===== src/rtl/cic_dec_ctrl_pkg.sv =====
`timescale 1ns/1ps
`default_nettype none
// ============================================================================
// Module : cic_dec_ctrl_pkg
// Purpose: Shared state encoding and default widths for the CIC decimator
//          sequencer (cic_dec_ctrl) and its interface.
// Ports  : none (package)
// Rev    : 1.0  initial release
// ============================================================================
package cic_dec_ctrl_pkg;

  // Sequencer states, 2-bit encoding
  typedef enum logic [1:0] {
    ST_CLEAR    = 2'd0,
    ST_WAIT_RFD = 2'd1,
    ST_FLUSH    = 2'd2,
    ST_RUN      = 2'd3
  } state_t;

  localparam int DW_DEFAULT    = 18;
  localparam int CNT_W_DEFAULT = 16;

endpackage : cic_dec_ctrl_pkg
`default_nettype wire


===== src/rtl/cic_dec_ctrl_if.sv =====
`timescale 1ns/1ps
`default_nettype none
// ============================================================================
// Module : cic_dec_ctrl_if
// Purpose: Bundles the sample input, CIC core handshake, downstream output
//          and status signals of cic_dec_ctrl.
// Ports  : master modport = controller side, slave modport = environment
//          (ADC, CIC core, downstream consumer).
// Rev    : 1.0  initial release
// ============================================================================
interface cic_dec_ctrl_if
  import cic_dec_ctrl_pkg::*;
#(
  parameter int DW    = DW_DEFAULT,
  parameter int CNT_W = CNT_W_DEFAULT
) ();

  logic             restart;
  logic             in_valid;
  logic [DW-1:0]    in_data;
  logic             cic_sclr;
  logic [DW-1:0]    cic_din;
  logic             cic_nd;
  logic             cic_rfd;
  logic             cic_rdy;
  logic [DW-1:0]    cic_dout;
  logic             out_valid;
  logic [DW-1:0]    out_data;
  logic             out_ready;
  logic             running;
  logic [CNT_W-1:0] in_drop_cnt;
  logic [CNT_W-1:0] out_drop_cnt;

  modport master (
    input  restart, in_valid, in_data, cic_rfd, cic_rdy, cic_dout, out_ready,
    output cic_sclr, cic_din, cic_nd, out_valid, out_data, running,
           in_drop_cnt, out_drop_cnt
  );

  modport slave (
    output restart, in_valid, in_data, cic_rfd, cic_rdy, cic_dout, out_ready,
    input  cic_sclr, cic_din, cic_nd, out_valid, out_data, running,
           in_drop_cnt, out_drop_cnt
  );

endinterface : cic_dec_ctrl_if
`default_nettype wire


===== src/rtl/cic_out_fifo.sv =====
`timescale 1ns/1ps
`default_nettype none
// ============================================================================
// Module : cic_out_fifo
// Purpose: 2-entry first-word-fall-through register FIFO for decimated
//          outputs. Head is always presented on out_data.
// Ports  : clk, sclr (async reset), flush (sync empty), push/push_data,
//          pop, out_valid/out_data (head), full.
// Rev    : 1.0  initial release
// ============================================================================
module cic_out_fifo #(
  parameter int DW = 18
) (
  input  wire logic          clk,
  input  wire logic          sclr,
  input  wire logic          flush,
  input  wire logic          push,
  input  wire logic [DW-1:0] push_data,
  input  wire logic          pop,
  output logic               out_valid,
  output logic [DW-1:0]      out_data,
  output logic               full
);

  logic [1:0]    count_q, count_d;
  logic [DW-1:0] head_q, head_d;
  logic [DW-1:0] tail_q, tail_d;
  logic          w_pop;
  logic          w_push;

  always_comb begin
    count_d = count_q;
    head_d  = head_q;
    tail_d  = tail_q;
    w_pop   = pop && (count_q != 2'd0);
    // A push into a full FIFO is only legal when the head leaves this cycle
    w_push  = push && ((count_q != 2'd2) || w_pop);
    if (flush) begin
      count_d = 2'd0;
    end else begin
      case (count_q)
        2'd0: begin
          if (w_push) begin
            head_d  = push_data;
            count_d = 2'd1;
          end
        end
        2'd1: begin
          if (w_push && w_pop) begin
            head_d = push_data;
          end else if (w_push) begin
            tail_d  = push_data;
            count_d = 2'd2;
          end else if (w_pop) begin
            count_d = 2'd0;
          end
        end
        default: begin
          if (w_pop) begin
            head_d = tail_q;
            if (w_push) tail_d = push_data;
            else        count_d = 2'd1;
          end
        end
      endcase
    end
  end

  always_ff @(posedge clk or posedge sclr) begin
    if (sclr) begin
      count_q <= 2'd0;
      head_q  <= '0;
      tail_q  <= '0;
    end else begin
      count_q <= count_d;
      head_q  <= head_d;
      tail_q  <= tail_d;
    end
  end

  assign out_valid = (count_q != 2'd0);
  assign out_data  = head_q;
  assign full      = (count_q == 2'd2);

endmodule : cic_out_fifo
`default_nettype wire


===== src/rtl/cic_dec_ctrl.sv =====
`timescale 1ns/1ps
`default_nettype none
// ============================================================================
// Module : cic_dec_ctrl
// Purpose: Sequencer for a CIC decimator core. Clears the core, gates ADC
//          samples into it against rfd, discards the settling outputs after
//          a clear, buffers decimated outputs in a 2-entry FIFO and counts
//          input/output overruns with saturating counters.
// Ports  : clk, sclr (async active-high reset), bus (cic_dec_ctrl_if.master:
//          restart, ADC input, CIC core handshake, downstream output,
//          running and drop counters).
// Rev    : 1.0  initial release
// ============================================================================
module cic_dec_ctrl
  import cic_dec_ctrl_pkg::*;
#(
  parameter int DW          = DW_DEFAULT,
  parameter int SCLR_CYCLES = 4,
  parameter int FLUSH_OUTS  = 3,
  parameter int CNT_W       = CNT_W_DEFAULT
) (
  input  wire logic      clk,
  input  wire logic      sclr,
  cic_dec_ctrl_if.master bus
);

  localparam int SCW = $clog2(SCLR_CYCLES + 1);
  localparam int FLW = (FLUSH_OUTS > 0) ? $clog2(FLUSH_OUTS + 1) : 1;
  localparam logic [SCW-1:0] SCLR_LOAD  = SCW'(SCLR_CYCLES);
  localparam logic [FLW-1:0] FLUSH_LOAD = FLW'(FLUSH_OUTS);

  state_t           state_q, state_d;
  logic [SCW-1:0]   sclr_cnt_q, sclr_cnt_d;
  logic [FLW-1:0]   flush_cnt_q, flush_cnt_d;
  logic             cic_sclr_q, cic_sclr_d;
  logic [DW-1:0]    cic_din_q, cic_din_d;
  logic             cic_nd_q, cic_nd_d;
  logic             running_q, running_d;
  logic [CNT_W-1:0] in_drop_q, in_drop_d;
  logic [CNT_W-1:0] out_drop_q, out_drop_d;

  logic w_active;
  logic w_push;
  logic w_fifo_flush;
  logic w_full;
  logic w_out_valid;
  logic w_pop;

  assign w_pop = w_out_valid && bus.out_ready;

  always_comb begin
    state_d      = state_q;
    sclr_cnt_d   = sclr_cnt_q;
    flush_cnt_d  = flush_cnt_q;
    cic_din_d    = cic_din_q;
    cic_nd_d     = 1'b0;
    in_drop_d    = in_drop_q;
    out_drop_d   = out_drop_q;
    w_push       = 1'b0;
    w_fifo_flush = 1'b0;
    w_active     = (state_q == ST_FLUSH) || (state_q == ST_RUN);

    if (bus.restart) begin
      // Restart overrides every other event this cycle; counters keep values
      state_d      = ST_CLEAR;
      sclr_cnt_d   = SCLR_LOAD;
      cic_din_d    = '0;
      w_fifo_flush = 1'b1;
    end else begin
      // Input gating: samples only reach the core once it is out of clear
      if (w_active) begin
        if (bus.in_valid && bus.cic_rfd) begin
          cic_din_d = bus.in_data;
          cic_nd_d  = 1'b1;
        end else if (bus.in_valid && (in_drop_q != '1)) begin
          in_drop_d = in_drop_q + CNT_W'(1);
        end
      end else begin
        cic_din_d = '0;
      end

      // Output capture: only RUN outputs are kept; settling outputs are dropped
      if ((state_q == ST_RUN) && bus.cic_rdy) begin
        if (!w_full || w_pop) begin
          w_push = 1'b1;
        end else if (out_drop_q != '1) begin
          out_drop_d = out_drop_q + CNT_W'(1);
        end
      end

      case (state_q)
        ST_CLEAR: begin
          if (sclr_cnt_q <= SCW'(1)) state_d = ST_WAIT_RFD;
          else                       sclr_cnt_d = sclr_cnt_q - SCW'(1);
        end
        ST_WAIT_RFD: begin
          if (bus.cic_rfd) begin
            if (FLUSH_OUTS == 0) begin
              state_d = ST_RUN;
            end else begin
              state_d     = ST_FLUSH;
              flush_cnt_d = FLUSH_LOAD;
            end
          end
        end
        ST_FLUSH: begin
          if (bus.cic_rdy) begin
            if (flush_cnt_q <= FLW'(1)) state_d = ST_RUN;
            else                        flush_cnt_d = flush_cnt_q - FLW'(1);
          end
        end
        default: ;
      endcase
    end

    // Status outputs are registered copies of the next state
    cic_sclr_d = (state_d == ST_CLEAR);
    running_d  = (state_d == ST_RUN);
  end

  always_ff @(posedge clk or posedge sclr) begin
    if (sclr) begin
      state_q     <= ST_CLEAR;
      sclr_cnt_q  <= SCLR_LOAD;
      flush_cnt_q <= '0;
      cic_sclr_q  <= 1'b1;
      cic_din_q   <= '0;
      cic_nd_q    <= 1'b0;
      running_q   <= 1'b0;
      in_drop_q   <= '0;
      out_drop_q  <= '0;
    end else begin
      state_q     <= state_d;
      sclr_cnt_q  <= sclr_cnt_d;
      flush_cnt_q <= flush_cnt_d;
      cic_sclr_q  <= cic_sclr_d;
      cic_din_q   <= cic_din_d;
      cic_nd_q    <= cic_nd_d;
      running_q   <= running_d;
      in_drop_q   <= in_drop_d;
      out_drop_q  <= out_drop_d;
    end
  end

  cic_out_fifo #(
    .DW (DW)
  ) u_out_fifo (
    .clk       (clk),
    .sclr      (sclr),
    .flush     (w_fifo_flush),
    .push      (w_push),
    .push_data (bus.cic_dout),
    .pop       (bus.out_ready),
    .out_valid (w_out_valid),
    .out_data  (bus.out_data),
    .full      (w_full)
  );

  assign bus.out_valid    = w_out_valid;
  assign bus.cic_sclr     = cic_sclr_q;
  assign bus.cic_din      = cic_din_q;
  assign bus.cic_nd       = cic_nd_q;
  assign bus.running      = running_q;
  assign bus.in_drop_cnt  = in_drop_q;
  assign bus.out_drop_cnt = out_drop_q;

endmodule : cic_dec_ctrl
`default_nettype wire


===== src/flat_wrapper.sv =====
// flat-port wrapper written by rule: the top's interface ports become plain ports
module cic_dec_ctrl_flat import cic_dec_ctrl_pkg::*;
#(
  parameter int DW          = DW_DEFAULT,
  parameter int SCLR_CYCLES = 4,
  parameter int FLUSH_OUTS  = 3,
  parameter int CNT_W       = CNT_W_DEFAULT
)
  (clk, sclr, bus_restart, bus_in_valid, bus_in_data, bus_cic_rfd, bus_cic_rdy, bus_cic_dout, bus_out_ready, bus_cic_sclr, bus_cic_din, bus_cic_nd, bus_out_valid, bus_out_data, bus_running, bus_in_drop_cnt, bus_out_drop_cnt);
  cic_dec_ctrl_if #(.DW(DW), .CNT_W(CNT_W)) bus_i ();
  input  wire logic clk;
  input  wire logic sclr;
  input wire logic [$bits(bus_i.restart)-1:0] bus_restart;
  input wire logic [$bits(bus_i.in_valid)-1:0] bus_in_valid;
  input wire logic [$bits(bus_i.in_data)-1:0] bus_in_data;
  input wire logic [$bits(bus_i.cic_rfd)-1:0] bus_cic_rfd;
  input wire logic [$bits(bus_i.cic_rdy)-1:0] bus_cic_rdy;
  input wire logic [$bits(bus_i.cic_dout)-1:0] bus_cic_dout;
  input wire logic [$bits(bus_i.out_ready)-1:0] bus_out_ready;
  output wire logic [$bits(bus_i.cic_sclr)-1:0] bus_cic_sclr;
  output wire logic [$bits(bus_i.cic_din)-1:0] bus_cic_din;
  output wire logic [$bits(bus_i.cic_nd)-1:0] bus_cic_nd;
  output wire logic [$bits(bus_i.out_valid)-1:0] bus_out_valid;
  output wire logic [$bits(bus_i.out_data)-1:0] bus_out_data;
  output wire logic [$bits(bus_i.running)-1:0] bus_running;
  output wire logic [$bits(bus_i.in_drop_cnt)-1:0] bus_in_drop_cnt;
  output wire logic [$bits(bus_i.out_drop_cnt)-1:0] bus_out_drop_cnt;
  assign bus_i.restart = bus_restart;
  assign bus_i.in_valid = bus_in_valid;
  assign bus_i.in_data = bus_in_data;
  assign bus_i.cic_rfd = bus_cic_rfd;
  assign bus_i.cic_rdy = bus_cic_rdy;
  assign bus_i.cic_dout = bus_cic_dout;
  assign bus_i.out_ready = bus_out_ready;
  assign bus_cic_sclr = bus_i.cic_sclr;
  assign bus_cic_din = bus_i.cic_din;
  assign bus_cic_nd = bus_i.cic_nd;
  assign bus_out_valid = bus_i.out_valid;
  assign bus_out_data = bus_i.out_data;
  assign bus_running = bus_i.running;
  assign bus_in_drop_cnt = bus_i.in_drop_cnt;
  assign bus_out_drop_cnt = bus_i.out_drop_cnt;
  cic_dec_ctrl #(.DW(DW), .SCLR_CYCLES(SCLR_CYCLES), .FLUSH_OUTS(FLUSH_OUTS), .CNT_W(CNT_W)) u_core (.clk(clk), .sclr(sclr), .bus(bus_i));
endmodule

===== config.mk =====
export PLATFORM = sky130hd
export DESIGN_NAME = cic_dec_ctrl_flat
export DESIGN_NICKNAME = d
export VERILOG_FILES = /design/src/rtl/cic_dec_ctrl_pkg.sv /design/src/rtl/cic_dec_ctrl_if.sv /design/src/rtl/cic_out_fifo.sv /design/src/rtl/cic_dec_ctrl.sv /design/src/flat_wrapper.sv
export SDC_FILE = /design/constraint.sdc
export NUM_CORES = 1
export LEC_CHECK = 0
export BUFFER_PORTS_ARGS = -buffer_cell sky130_fd_sc_hd__buf_4
export CAP_MARGIN = 20
export CORE_ASPECT_RATIO = 1.2
export CORE_UTILIZATION = 30
export CTS_BUF_LIST = sky130_fd_sc_hd__clkbuf_4 sky130_fd_sc_hd__clkbuf_8
export CTS_CLUSTER_DIAMETER = 120
export DETAILED_ROUTE_END_ITERATION = 8
export GPL_TIMING_DRIVEN = 0
export PLACE_DENSITY = 0.5
export SLEW_MARGIN = 30
export SYNTH_ARGS = -nofsm -noshare
export SYNTH_HDL_FRONTEND = slang
export SYNTH_SLANG_ARGS = --single-unit

===== constraint.sdc =====
create_clock -name clk -period 3.45 [get_ports clk]
set_clock_uncertainty 0.05 [all_clocks]
set_input_delay 0.1725 -clock clk [delete_from_list [all_inputs] [get_ports clk]]
set_output_delay 0.1725 -clock clk [all_outputs]
set_load 0.02 [all_outputs]

==> run summary <==
Outcome -> finished, final reports clean
Hold Path Class -> in2reg
Pwr dens -> 437.7 nW/um2
Area share of fa/ha/maj cells after synthesis -> 1.386%
Syn avg cell area -> 12.89 um2
Filler cells -> 1397
Global Route Usage Sum -> 13.60%
Fin. Hold Viols -> 0
DP HPWL -> 6.878 mm
CP Data Arrival Time -> 2.38 ns
Largest net degree at the start of global routing -> 60
Pins Over Slew Limit -> 0
Post-layout util -> 43.15%
Least-Margin Pin Slew -> 0.5991 ns
Row cnt -> 48
Async SR Flop Fraction -> 100.0%
Final setup viols -> 0
Yosys warnings -> 0
#FFs+latches synth -> 98
Clock Root Buffer -> clkbuf_8
Worst setup SP type -> flip-flop
Critical path required time -> 3.67 ns
TritonCTS buffer count -> 9
Nets -> 562
Clock group share of total power -> 33.3%
Initial Utilization -> 31.05%
Layout cells sized above 1 -> 41.23%
Cell-internal power -> 2.006 mW
Vias in the first global route -> 3371
Post-CTS setup repair buffer count -> 0
Ratio of final minimum period to clock period -> 62.61%
Synth Area in Compound Gates -> 6.543%
Total congestion overflow -> 0
Clk sinks -> 98
Final WS setup -> 1.290 ns
F_max -> 463.0 MHz
Gpl congestion -> 0.7525
First-pass iteration count of the detailed router -> 4
Layout area overhead -> 38.95%
First-pass GRT wire length -> 16.63 mm
Post-synth top flop -> dfrtp_1
Total negative slack -> 0 ns
CTS max path bufs -> 2
Main combinational cell family by area after synthesis -> multiplexers
Synthesized netlist net count -> 398
Die width -> 114.0 um
Post-synth EDFFs -> 0
RSZ-0062 raised after global routing -> no
Detailed router's first-iteration violation count -> 73
IO buf count -> 114
Die Span Y -> 136.4 um
CTS tree -> built
P_sw -> 0.7385 mW
Most frequent standard cell in the layout excluding fill and tap cells -> buf_4
Most frequent cells in the layout -> buf_4, dfrtp_1, mux2_2
Rel. slew slack -> 59.52%
Xor and xnor area share after synthesis -> 5.822%
Reg power frac -> 47.8%
H-tree depth -> 3
Placement Setup Slack -> 1.270 ns
Worst-path clk slew -> 0.10 ns
Via count -> 3311
Initial antenna violation count -> 0
Critical path type -> reg2reg
Switching Share -> 26.91%
Synth Instances -> 350
Io pins -> 115
MaxCap Viol Count -> 0
Leak Pwr -> 3.166 nW
Peak VDD IR -> 0.1980 mV
Number of diodes -> 0
Mux share of post-synthesis cell area -> 15.53%
Routed wire length -> 9.998 mm
Die area -> 15540 um2
Synth unique cells -> 53
Final min period -> 2.160 ns
Sequential fraction of the synthesis area -> 54.39%
Setup crit end kind -> flip-flop
Worst Path Max Fanout -> 10
Via/cell ratio -> 4.605
Combinational group share of total power -> 18.9%
Core footprint -> 14530 um2
Final ANT Viol Nets -> 0
Worst-Skew Late Latency -> 0.38 ns
Synthesized cell area -> 4513 um2
Simple-gate share of the synthesized area -> 14.00%
DRC Markers -> 0
PnR Total Power -> 2.745 mW
Routed length per instance -> 13.91 um
[final timing paths]
path | from | to | slack (ns) | depth (start not counted)
hold reg to reg | u_core.bus.in_drop_cnt[15] | u_core.bus.in_drop_cnt[15] | 0.45 | 1
max in group asynchronous | sclr | u_core.bus.in_drop_cnt[12] | 2.37 | 4
hold / removal | bus_cic_rdy | u_core.bus.running | 0.02 | 3
setup reg to reg | u_core.u_out_fifo.count_q[1] | u_core.u_out_fifo.out_data[0] | 1.29 | 6
min in group asynchronous | sclr | u_core.u_out_fifo.out_data[1] | 0.36 | 3
setup / recovery | u_core.u_out_fifo.count_q[1] | u_core.u_out_fifo.out_data[0] | 1.29 | 6
[area by class of cell]
class                      instances  area, um2  area share (%)
tap                              200      250.2           3.990
multi-input combinational        232       1953           31.15
clock buffer                      10      131.4           2.095
sequential                        98       2455           39.15
clock inverter                     6      115.1           1.836
buffer                            10      67.56           1.077
inverter                          10      42.54          0.6784
timing repair buffer             153       1256           20.03
[cell families (layout without fill, tap and decap cells)]
group | Yosys count | count (layout)
and+or+nand+nor | 101 | 101
DFF | 98 | 98
muxes | 59 | 59
AOI/OAI and AO/OA | 37 | 37
xor gates and xnor gates | 30 | 30
buffers and inverters | 20 | 189
adders and majority gates | 5 | 5
[synth_stat cells, types with 2 or more instances]
master,n,area [um2]
nor2_1,16,60.06
nand2b_1,3,18.77
dfrtp_1,96,2402
a31oi_1,2,12.51
mux2_2,48,540.5
nand2_1,11,41.29
nor4_1,7,43.79
xor2_1,23,201.4
xnor2_1,7,61.31
or2_2,3,18.77
a22o_1,18,157.7
nand4_1,9,56.30
and4_1,3,26.28
clkbuf_1,2,7.510
inv_1,10,37.54
dfstp_2,2,52.55
nand3_1,11,55.05
mux2_4,10,150.1
buf_2,5,25.02
and3_1,4,25.02
nor3_1,11,55.05
a21oi_1,4,20.02
and2_1,3,18.77
o21ai_0,6,30.03
ha_1,5,62.56
nor2b_1,2,12.51
nor3b_1,3,22.52
[through the flow]
step                      hold slack (ns)  area, um2  std cells
after floorplan                    0.2235       4513        350
after global placement             0.3437       5619        664
after detailed placement           0.2447       5644        665
after CTS                        0.003011       6271        719
after global routing              0.03842       6271        719
final                             0.02006       6271        719
[flip-flops by register name (all words and copies together), names as in the netlist]
signal,cells
u_core.bus.cic_nd,1
u_core.state_q,2
u_core.bus.cic_din,18
u_core.sclr_cnt_q,3
u_core.bus.out_drop_cnt,16
u_core.bus.in_drop_cnt,16
u_core.bus.cic_sclr,1
u_core.u_out_fifo.tail_q,18
u_core.bus.running,1
u_core.flush_cnt_q,2
u_core.u_out_fifo.out_data,18
u_core.u_out_fifo.count_q,2
[power groups by stage]
stage / combinational, mW / clock [mW] / sequential, mW
5_1_grt: 0.571 / 0.984 / 1.33
3_3_place_gp: 0.473 / 0 / 1.33
6_report: 0.518 / 0.915 / 1.31
3_5_place_dp: 0.490 / 0 / 1.33
4_1_cts: 0.526 / 0.951 / 1.31
2_1_floorplan: 0.237 / 0 / 1.39
[what timing repair did]
item,4_1_cts,5_1_grt
resized for setup,0,0
setup endpoints to repair,0,0
hold endpoints to repair,93,0
hold buffers,38,0
[per-layer routing]
| metal | GRT usage [%] | vias up | share of wire (%) |
|---|---|---|---|
| li1 | - | 1591 | - |
| met1 | 17.17 | 1628 | 47 |
| met2 | 22.26 | 81 | 47 |
| met3 | 2.764 | 11 | 4.6 |
| met4 | 6.349 | 0 | 1.5 |
| met5 | 0 | - | 0 |
[worst max-delay path, cell delays in order (launching register included)]
cell and delay, ns:
dfrtp_1 0.36, buf_2 0.16, nor2_1 0.31, a21boi_0 0.24
o22ai_4 0.40, buf_12 0.21, mux2_4 0.31
(Power assumes the default switching activity.)
